[src/rtl/fetch_pkg.sv]
// Shared types, widths and the constant jump-target table for the instruction fetch stage.
// Retarget absolute jumps by editing JUMP_TABLE; no fetch RTL changes needed.
package fetch_pkg;

  localparam int unsigned A         = 16;
  localparam int unsigned OFF_W     = 8;
  localparam int unsigned LUT_W     = 5;
  localparam int unsigned LUT_DEPTH = 1 << LUT_W;

  typedef enum logic [1:0] {
    IDLE   = 2'd0,
    RUN    = 2'd1,
    HALTED = 2'd2
  } fetch_state_t;

  localparam logic [A-1:0] JUMP_TABLE [LUT_DEPTH] = '{
    16'h0000, 16'h0040, 16'h0080, 16'h0200, 16'h0100, 16'h0140, 16'h0180, 16'h01C0,
    16'h0300, 16'h0340, 16'h0380, 16'h03C0, 16'h0400, 16'h0440, 16'h0480, 16'h04C0,
    16'h0800, 16'h0840, 16'h0880, 16'h08C0, 16'h0900, 16'h0940, 16'h0980, 16'h09C0,
    16'h1000, 16'h2000, 16'h3000, 16'h4000, 16'h8000, 16'hC000, 16'hFF00, 16'hFFF0
  };

endpackage

[src/rtl/inst_fetch_if.sv]
// Fetch-stage control/redirect and ROM-address bundle.
// InstCount is present only when INST_FETCH_PERF_CNT_EN is defined.
interface inst_fetch_if;
  import fetch_pkg::*;

  logic             Start;
  logic             Stall;
  logic             Halt;
  logic             BranchTaken;
  logic             BranchRel;
  logic [OFF_W-1:0] BranchOffset;
  logic [LUT_W-1:0] LutIndex;
  logic [A-1:0]     InstAddress;
  logic             Fetching;
  logic             Done;
`ifdef INST_FETCH_PERF_CNT_EN
  logic [31:0]      InstCount;
`endif

  // master drives control/redirects; slave is the fetch stage
  modport master (
    output Start, Stall, Halt, BranchTaken, BranchRel, BranchOffset, LutIndex,
    input  InstAddress, Fetching, Done
`ifdef INST_FETCH_PERF_CNT_EN
    , input InstCount
`endif
  );

  modport slave (
    input  Start, Stall, Halt, BranchTaken, BranchRel, BranchOffset, LutIndex,
    output InstAddress, Fetching, Done
`ifdef INST_FETCH_PERF_CNT_EN
    , output InstCount
`endif
  );

endinterface

[src/rtl/jump_lut.sv]
// Combinational absolute-jump target lookup from the package table.
module jump_lut
  import fetch_pkg::*;
(
  input  logic [LUT_W-1:0] idx_i,
  output logic [A-1:0]     target_c
);

  assign target_c = JUMP_TABLE[idx_i];

endmodule

[src/rtl/inst_fetch.sv]
// Program counter and fetch control: Start/Halt sequencing, increment, relative and LUT jumps.
// Optional retired-fetch counter on InstCount when INST_FETCH_PERF_CNT_EN is defined.
module inst_fetch
  import fetch_pkg::*;
#(
  parameter logic [A-1:0] START_ADDR = '0
) (
  input  logic         Clk,
  input  logic         Reset,
  inst_fetch_if.slave  bus
);

  fetch_state_t state_q, state_d;
  logic [A-1:0] pc_q, pc_d;
  logic         fetching_q, fetching_d;
  logic         done_q, done_d;
  logic         advance_c;
  logic         restart_c;
  logic [A-1:0] lut_target_c;
  logic [A-1:0] rel_target_c;

  jump_lut u_jump_lut (
    .idx_i    (bus.LutIndex),
    .target_c (lut_target_c)
  );

  // sign-extend the offset to PC width; the add wraps modulo 2**A
  assign rel_target_c = pc_q + {{(A-OFF_W){bus.BranchOffset[OFF_W-1]}}, bus.BranchOffset};

  always_ff @(posedge Clk or negedge Reset) begin
    if (!Reset) begin
      state_q    <= IDLE;
      pc_q       <= '0;
      fetching_q <= 1'b0;
      done_q     <= 1'b0;
    end else begin
      state_q    <= state_d;
      pc_q       <= pc_d;
      fetching_q <= fetching_d;
      done_q     <= done_d;
    end
  end

  // priority in RUN: Start > Halt > Stall > BranchTaken > increment
  always_comb begin
    state_d   = state_q;
    pc_d      = pc_q;
    advance_c = 1'b0;
    restart_c = 1'b0;
    unique case (state_q)
      IDLE: begin
        if (bus.Start) begin
          state_d   = RUN;
          pc_d      = START_ADDR;
          restart_c = 1'b1;
        end
      end
      RUN: begin
        if (bus.Start) begin
          pc_d      = START_ADDR;
          restart_c = 1'b1;
        end else if (bus.Halt) begin
          state_d = HALTED;
        end else if (!bus.Stall) begin
          advance_c = 1'b1;
          if (bus.BranchTaken) begin
            pc_d = bus.BranchRel ? rel_target_c : lut_target_c;
          end else begin
            pc_d = pc_q + A'(1);
          end
        end
      end
      HALTED: begin
        if (bus.Start) begin
          state_d   = RUN;
          pc_d      = START_ADDR;
          restart_c = 1'b1;
        end
      end
      default: state_d = IDLE;
    endcase
    fetching_d = (state_d == RUN);
    done_d     = (state_d == HALTED);
  end

  assign bus.InstAddress = pc_q;
  assign bus.Fetching    = fetching_q;
  assign bus.Done        = done_q;

`ifdef INST_FETCH_PERF_CNT_EN
  logic [31:0] cnt_q, cnt_d;

  // saturating count of PC advances/redirects; cleared by any accepted Start
  always_comb begin
    cnt_d = cnt_q;
    if (restart_c) begin
      cnt_d = '0;
    end else if (advance_c && (cnt_q != '1)) begin
      cnt_d = cnt_q + 32'd1;
    end
  end

  always_ff @(posedge Clk or negedge Reset) begin
    if (!Reset) begin
      cnt_q <= '0;
    end else begin
      cnt_q <= cnt_d;
    end
  end

  assign bus.InstCount = cnt_q;
`endif

endmodule

[src/flat_wrapper.sv]
// flat-port wrapper written by rule: the top's interface ports become plain ports
module inst_fetch_flat import fetch_pkg::*;
#(
  parameter logic [A-1:0] START_ADDR = '0
)
  (Clk, Reset, bus_Start, bus_Stall, bus_Halt, bus_BranchTaken, bus_BranchRel, bus_BranchOffset, bus_LutIndex, bus_InstAddress, bus_Fetching, bus_Done);
  inst_fetch_if bus_i ();
  input  logic Clk;
  input  logic Reset;
  input wire logic [$bits(bus_i.Start)-1:0] bus_Start;
  input wire logic [$bits(bus_i.Stall)-1:0] bus_Stall;
  input wire logic [$bits(bus_i.Halt)-1:0] bus_Halt;
  input wire logic [$bits(bus_i.BranchTaken)-1:0] bus_BranchTaken;
  input wire logic [$bits(bus_i.BranchRel)-1:0] bus_BranchRel;
  input wire logic [$bits(bus_i.BranchOffset)-1:0] bus_BranchOffset;
  input wire logic [$bits(bus_i.LutIndex)-1:0] bus_LutIndex;
  output wire logic [$bits(bus_i.InstAddress)-1:0] bus_InstAddress;
  output wire logic [$bits(bus_i.Fetching)-1:0] bus_Fetching;
  output wire logic [$bits(bus_i.Done)-1:0] bus_Done;
  assign bus_i.Start = bus_Start;
  assign bus_i.Stall = bus_Stall;
  assign bus_i.Halt = bus_Halt;
  assign bus_i.BranchTaken = bus_BranchTaken;
  assign bus_i.BranchRel = bus_BranchRel;
  assign bus_i.BranchOffset = bus_BranchOffset;
  assign bus_i.LutIndex = bus_LutIndex;
  assign bus_InstAddress = bus_i.InstAddress;
  assign bus_Fetching = bus_i.Fetching;
  assign bus_Done = bus_i.Done;
  inst_fetch #(.START_ADDR(START_ADDR)) u_core (.Clk(Clk), .Reset(Reset), .bus(bus_i));
endmodule
[config.mk]
export PLATFORM = sky130hd
export DESIGN_NAME = inst_fetch_flat
export DESIGN_NICKNAME = d
export VERILOG_FILES = /design/src/rtl/fetch_pkg.sv /design/src/rtl/inst_fetch_if.sv /design/src/rtl/jump_lut.sv /design/src/rtl/inst_fetch.sv /design/src/flat_wrapper.sv
export SDC_FILE = /design/constraint.sdc
export NUM_CORES = 1
export LEC_CHECK = 0
export ABC_CLOCK_PERIOD_IN_PS = 2500
export CORE_UTILIZATION = 35
export CTS_CLUSTER_SIZE = 40
export DETAILED_ROUTE_END_ITERATION = 7
export HOLD_SLACK_MARGIN = 0.02
export SYNTH_ARGS = -nofsm -noshare
export SYNTH_HDL_FRONTEND = slang
export SYNTH_SLANG_ARGS = --single-unit
[constraint.sdc]
create_clock -name Clk -period 2.5 [get_ports Clk]
set_input_delay 0.25 -clock Clk [delete_from_list [all_inputs] [get_ports Clk]]
set_output_delay 0.25 -clock Clk [all_outputs]
set_load 0.05 [all_outputs]
======== Yosys cells after proc, flatten, opt, wreduce, memory -nomap -nowiden ========
Memories as Yosys holds them, arrays and structs flattened.
Index checks and enable logic that the tools add are counted.
cells by class
  add/sub/neg operators ................... 2
  $lt $le $gt $ge ......................... 1
  equal/unequal tests ..................... 7
  multiplexer cells ....................... 13
  bitwise operators ....................... 1
  reductions and logical operators ........ 4
operators by type and width
  kind                                                                     count
  16-bit 2-to-1 mux                                                        8
  16-bit one-hot mux with 2 select lines                                   1
  16-bit by 1-bit adder with 16-bit output, second input constant          1
  16-bit adder                                                             1
  6-bit greater-or-equal comparator, second input constant                 1
  2-bit 2-to-1 mux                                                         3
  3-bit inequality test, second input constant                             2
  5-bit inverter with 6-bit output                                         1
  2-bit by 1-bit equality test with 1-bit output, second input constant    2
  2-bit equality test, second input constant                               2
  2-bit one-hot mux with 2 select lines                                    1
  4-bit AND reduction                                                      1
  2-bit logical NOT                                                        1
  2-bit by 1-bit inequality test with 1-bit output, second input constant  1
  2-bit nonzero test                                                       1
  2-bit OR reduction                                                       1
word-level totals
  flip-flop bits (word level) ............. 20
  bits in read-only memories .............. 512
  bits of input ports ..................... 20
  output and inout bits ................... 18
  memories ................................ 1
memory list
  name              words  width  read ports  clocked after memory_dff  write ports  RTL line       text
  (name not given)  32     16     1           0                         0            jump_lut.sv:9  assign target_c = JUMP_TABLE[idx_i];

======== Depth between registers and ports, before layout ========
  word-level depth ........................ 10
  mapped depth ............................ 9
  mapped depth without buffers ............ 9

======== Modules after synthesis ========
From an unflattened synthesis, not the netlist that was laid out.
second synthesis, totals
  cells, all modules ...................... 310
  area, all modules ....................... 2456.1 sq um
by module, submodules not included
  module      times used  cells each  area each (sq um)
  inst_fetch  1           265         2142.1
  jump_lut    1           45          314.1

======== Least setup slack after synthesis ========
No wires, ideal clock.
  path kind ............................... register -> register
  start ................................... register u_core.pc_q[0], in the netlist u_core.bus.InstAddress[0]
  end ..................................... register u_core.pc_q[12], in the netlist u_core.bus.InstAddress[12]
  arrival ................................. 2.478 ns
  path slack .............................. -0.106 ns
  stages on the path, launching flop included .. 10
  clock period less this slack ............ 2.606 ns
  cell sequence ........................... dfrtp_1 > ha_1 > inv_1 > fa_1 > nand2b_1 > a2111oi_2 > nor2_1 > nor4b_1 > nor4_1 > o21ai_1
between the ends
  longest elaborated chain between the ends .. 7
  elaborated cells on any way between the ends .. 8
  those cells by class .................... add/sub (2); mux (6)
RTL lines
  what                                      RTL line          text
  start: declaration                        inst_fetch.sv:14  logic [A-1:0] pc_q, pc_d;
  start signal: assignment                  inst_fetch.sv:38  pc_q <= pc_d;
  16-bit adder                              inst_fetch.sv:28  assign rel_target_c = pc_q + {{(A-OFF_W){bus.BranchOffset[OFF_W-1]}}, bus.BranchOffset};
  16-bit 2-to-1 mux                         inst_fetch.sv:67  pc_d = bus.BranchRel ? rel_target_c : lut_target_c;
  16-bit 2-to-1 mux *                       inst_fetch.sv:66  if (bus.BranchTaken) begin
  16-bit 2-to-1 mux *                       inst_fetch.sv:64  end else if (!bus.Stall) begin
  16-bit 2-to-1 mux *                       inst_fetch.sv:62  end else if (bus.Halt) begin
  16-bit 2-to-1 mux *                       inst_fetch.sv:59  if (bus.Start) begin
  16-bit one-hot mux with 2 select lines *  inst_fetch.sv:50  unique case (state_q)
Mark *: on every way between the ends. The rest lies on a longest branch, timed or not. The select of a mux whose other input is x is not followed.
A chain may end at the register's enable or synchronous reset.

======== Worst setup path in the final report ========
  start ................................... input bus_BranchOffset[0]
  end ..................................... register u_core.pc_q[12], in the netlist u_core.bus.InstAddress[12]
between the ends
  longest elaborated chain between the ends .. 7
RTL lines
  what                                    RTL line            text
  start: declaration                      flat_wrapper.sv:15  input wire logic [$bits(bus_i.BranchOffset)-1:0] bus_BranchOffset;
  16-bit adder                            inst_fetch.sv:28
  16-bit 2-to-1 mux                       inst_fetch.sv:67
  16-bit 2-to-1 mux                       inst_fetch.sv:66
  16-bit 2-to-1 mux                       inst_fetch.sv:64
  16-bit 2-to-1 mux                       inst_fetch.sv:62
  16-bit 2-to-1 mux                       inst_fetch.sv:59
  16-bit one-hot mux with 2 select lines  inst_fetch.sv:50
Every way passes these cells. The select of a mux whose other input is x is not followed.

==> flow_summary.toml <==
[final_layout]
final_cell_mix = "buf_4, clkdlybuf4s50_1, o21ai_0, nor2_1"
antenna_cells = 0
post_route_cells_drive_above_1_share_pct = 15.1
final_common_cell = "buf_4"
finalNonFillerCells = 462
final_util_pct = 49.5
final_nets = 428
design_area_mm2 = 0.00321
synthToLayoutAreaGrowth_pct = 33.5

[setup_path]
path_delay_family = "buffers and inverters"
end_kind = "flip-flop"
rr_worst_depth = 9
timing.rr.end = "u_core.bus.InstAddress[11]$_DFFE_PN0P_"
reg2reg_slack_ns = 0.18
crit_type = "primary input to flip-flop"
crit_buf_inv = 3
crit_fanout = 3
crit_slowest_cell = "clkdlybuf4s50_1"
crit_arrival_ns = 2.50
r2r_start = "u_core.bus.InstAddress[1]$_DFFE_PN0P_"
cp_slowest_stage_delay_ns = 0.45
start_kind = "primary input"
crit_required_ns = 2.66
crit_chain = "clkdlybuf4s50_1 > ha_1 > inv_1 > fa_1 > nand2b_4 > a2111oi_4 > buf_4 > nor2_1 > nor4b_1 > nor4_1 > o21ai_1"

[synthesis]
synth_compound_area_share_pct = 30.7
ys_seq_area_share_pct = 20.8
synthCells = 317
synth.area.top_cells = "dfrtp_1, ha_1, o21ai_0"
synth_xor_area_share_pct = 4.00
synthArstFlopShare_pct = 100
ys_types = 60
syn-cell-area_mm2 = 0.00241
synth_top_area_share_pct = 20.8
synth_fa_ha_area_share_pct = 11.8
synth_top_family_by_area = "compound AO/OA/AOI/OAI gates"
synth-seq-cells = 20
synthMuxAreaShare_pct = 2.24
syn_area_per_cell_um2 = 7.59
yosys.area.top_type = "dfrtp_1"
synth_simple_gate_area_share_pct = 26.3
yosys_warnings = 0
synthFlopType = "dfrtp_1"
syn_nets = 359
synth_edf_count = 0

[min_path]
hold_class = "primary input to async pin"

[clock_tree]
htree_levels = 1
cts_tree = "done"
numCtsBuffers = 3
clockBufferDepth = 2
cts_hold_buf = 0
clkSinkCount = 20
path_clk_slew_ns = 0.10
clock_latency_ns = 0.27
post_cts_buffers = 0
cts_resized = 0
cts_root_buf = "clkbuf_8"

[grt]
grt_pass1_vias = 2429
grt_overflow = 0
grt_pass1_wl_um = 12000
antenna_found_initial = 0
grt_max_degree = 21
grtUsageTotal_pct = 20.9

[routing]
drc = 3
drt_iter0_markers = 207
wl_per_cell_um = 15.8
dr.pass1.iters = 7
viasPerCell = 5.80
routed_wl_um = 7320
vias = 2680
postRouteAntennaNets = 0

[floorplanning]
die-area_mm2 = 0.00721
die_height_um = 84.9
initial_core_util_pct = 37.0
num_rows = 29
ios = 38
die_w_um = 84.9
core_mm2 = 0.00649

[place]
io_buffer_count = 37
placed_cells = 458
place_hpwl_um = 5820
place_area_mm2 = 0.00312
gp_congestion = 0.880

[power_and_ir_drop]
power.leakage_nw = 1.37
powerDensity_mw_per_mm2 = 346
peakVddDrop_uv = 179
p_total_w = 0.00111

[timing]
hold_viol_final = 0
fmax_mhz = 428
setup_viol = 0
rsz0062_at_grt = "false"
drv_slew = 0
period_needed_ns = 2.34
min_period_over_period_pct = 93.6
slew_headroom_pct = 60.8
finClkSkew_ns = 0.00596
setup_tns_ns = 0
tightestPinTransition_ns = 0.583

[flow_run]
maxCapViolCount = 0

[run_status]
run_status = "finished, violations left"
violations = "design-rule violations"
cells in the mapped netlist (all sizes together), types with 3 or more instances:
cell	n
o21ai	34
nor2	26
a21oi	24
nand2	24
ha	21
dfrtp	20
inv	15
nor3	15
nand3	12
nand2b	9
and3	7
clkbuf	7
a211oi	6
nand4	6
o211ai	6
xnor2	6
o21bai	5
xor2	5
a21o	4
a31oi	4
buf	4
nor4	4
a22o	3
and2	3
mux2	3
nor2b	3
o221ai	3
o31ai	3
logic make-up (layout without fill, tap and decap cells):
logic type,Yosys count,in the layout
AO/OA/AOI/OAI,113,113
adder cells (fa/ha/maj),22,22
flip-flops,20,20
XOR/XNOR,11,11
AND/OR/NAND/NOR,120,120
buffers and inverters,26,94
multiplexers,5,5
where the power goes:
| part | switching [W] | leakage [nW] | internal, W |
|---|---|---|---|
| Clock | 0.000139 | 0.0357 | 0.000214 |
| Sequential | 0.0000174 | 0.267 | 0.000338 |
| Combinational | 0.000227 | 1.06 | 0.000175 |
metrics by stage:
stage               setup slack, ns  hold slack [ns]
floorplan                    0.0769          -0.0456
global placement             -0.136            0.543
detailed placement           -0.172            0.543
CTS                           0.110            0.364
global route                 0.0256            0.397
finish                        0.161            0.334
worst max-delay path by stage:
stage	start	to	slack (ns)	depth (start not counted)
final	bus_BranchOffset[0]	u_core.bus.InstAddress[12]$_DFFE_PN0P_	0.16	11
after detailed placement	bus_BranchOffset[0]	u_core.bus.InstAddress[12]$_DFFE_PN0P_	-0.17	11
after CTS	bus_BranchOffset[0]	u_core.bus.InstAddress[12]$_DFFE_PN0P_	0.11	11
after global placement	bus_BranchOffset[0]	u_core.bus.InstAddress[12]$_DFFE_PN0P_	-0.14	11
after global routing	bus_BranchOffset[0]	u_core.bus.InstAddress[12]$_DFFE_PN0P_	0.03	11
after floorplan	u_core.bus.InstAddress[0]$_DFFE_PN0P_	u_core.bus.InstAddress[12]$_DFFE_PN0P_	0.08	9
metal layers:
layer | global-route usage, % | part of all wire [%] | vias to the layer above
met1 | 30.4 | 49 | 1271
li1 | - | - | 1335
met5 | 0 | 0 | -
met4 | 5.08 | 1.2 | 0
met3 | 1.85 | 3.5 | 9
met2 | 33.5 | 47 | 65
layout make-up:
cell class	instances	area [um2]
Multi-Input combinational cell	271	1830
Timing Repair Buffer	75	656
Sequential cell	20	503
Fill cell	632	3280
Tap cell	77	96.3
Clock buffer	3	41.3
Inverter	15	56.3
Clock inverter	1	30.0
flip-flops by register name, indices dropped and copies added, names as in the netlist:
signal	cells
u_core.state_q	2
u_core.bus.Done	1
u_core.bus.Fetching	1
u_core.bus.InstAddress	16
Note: power is estimated with default switching activity, not from simulation.
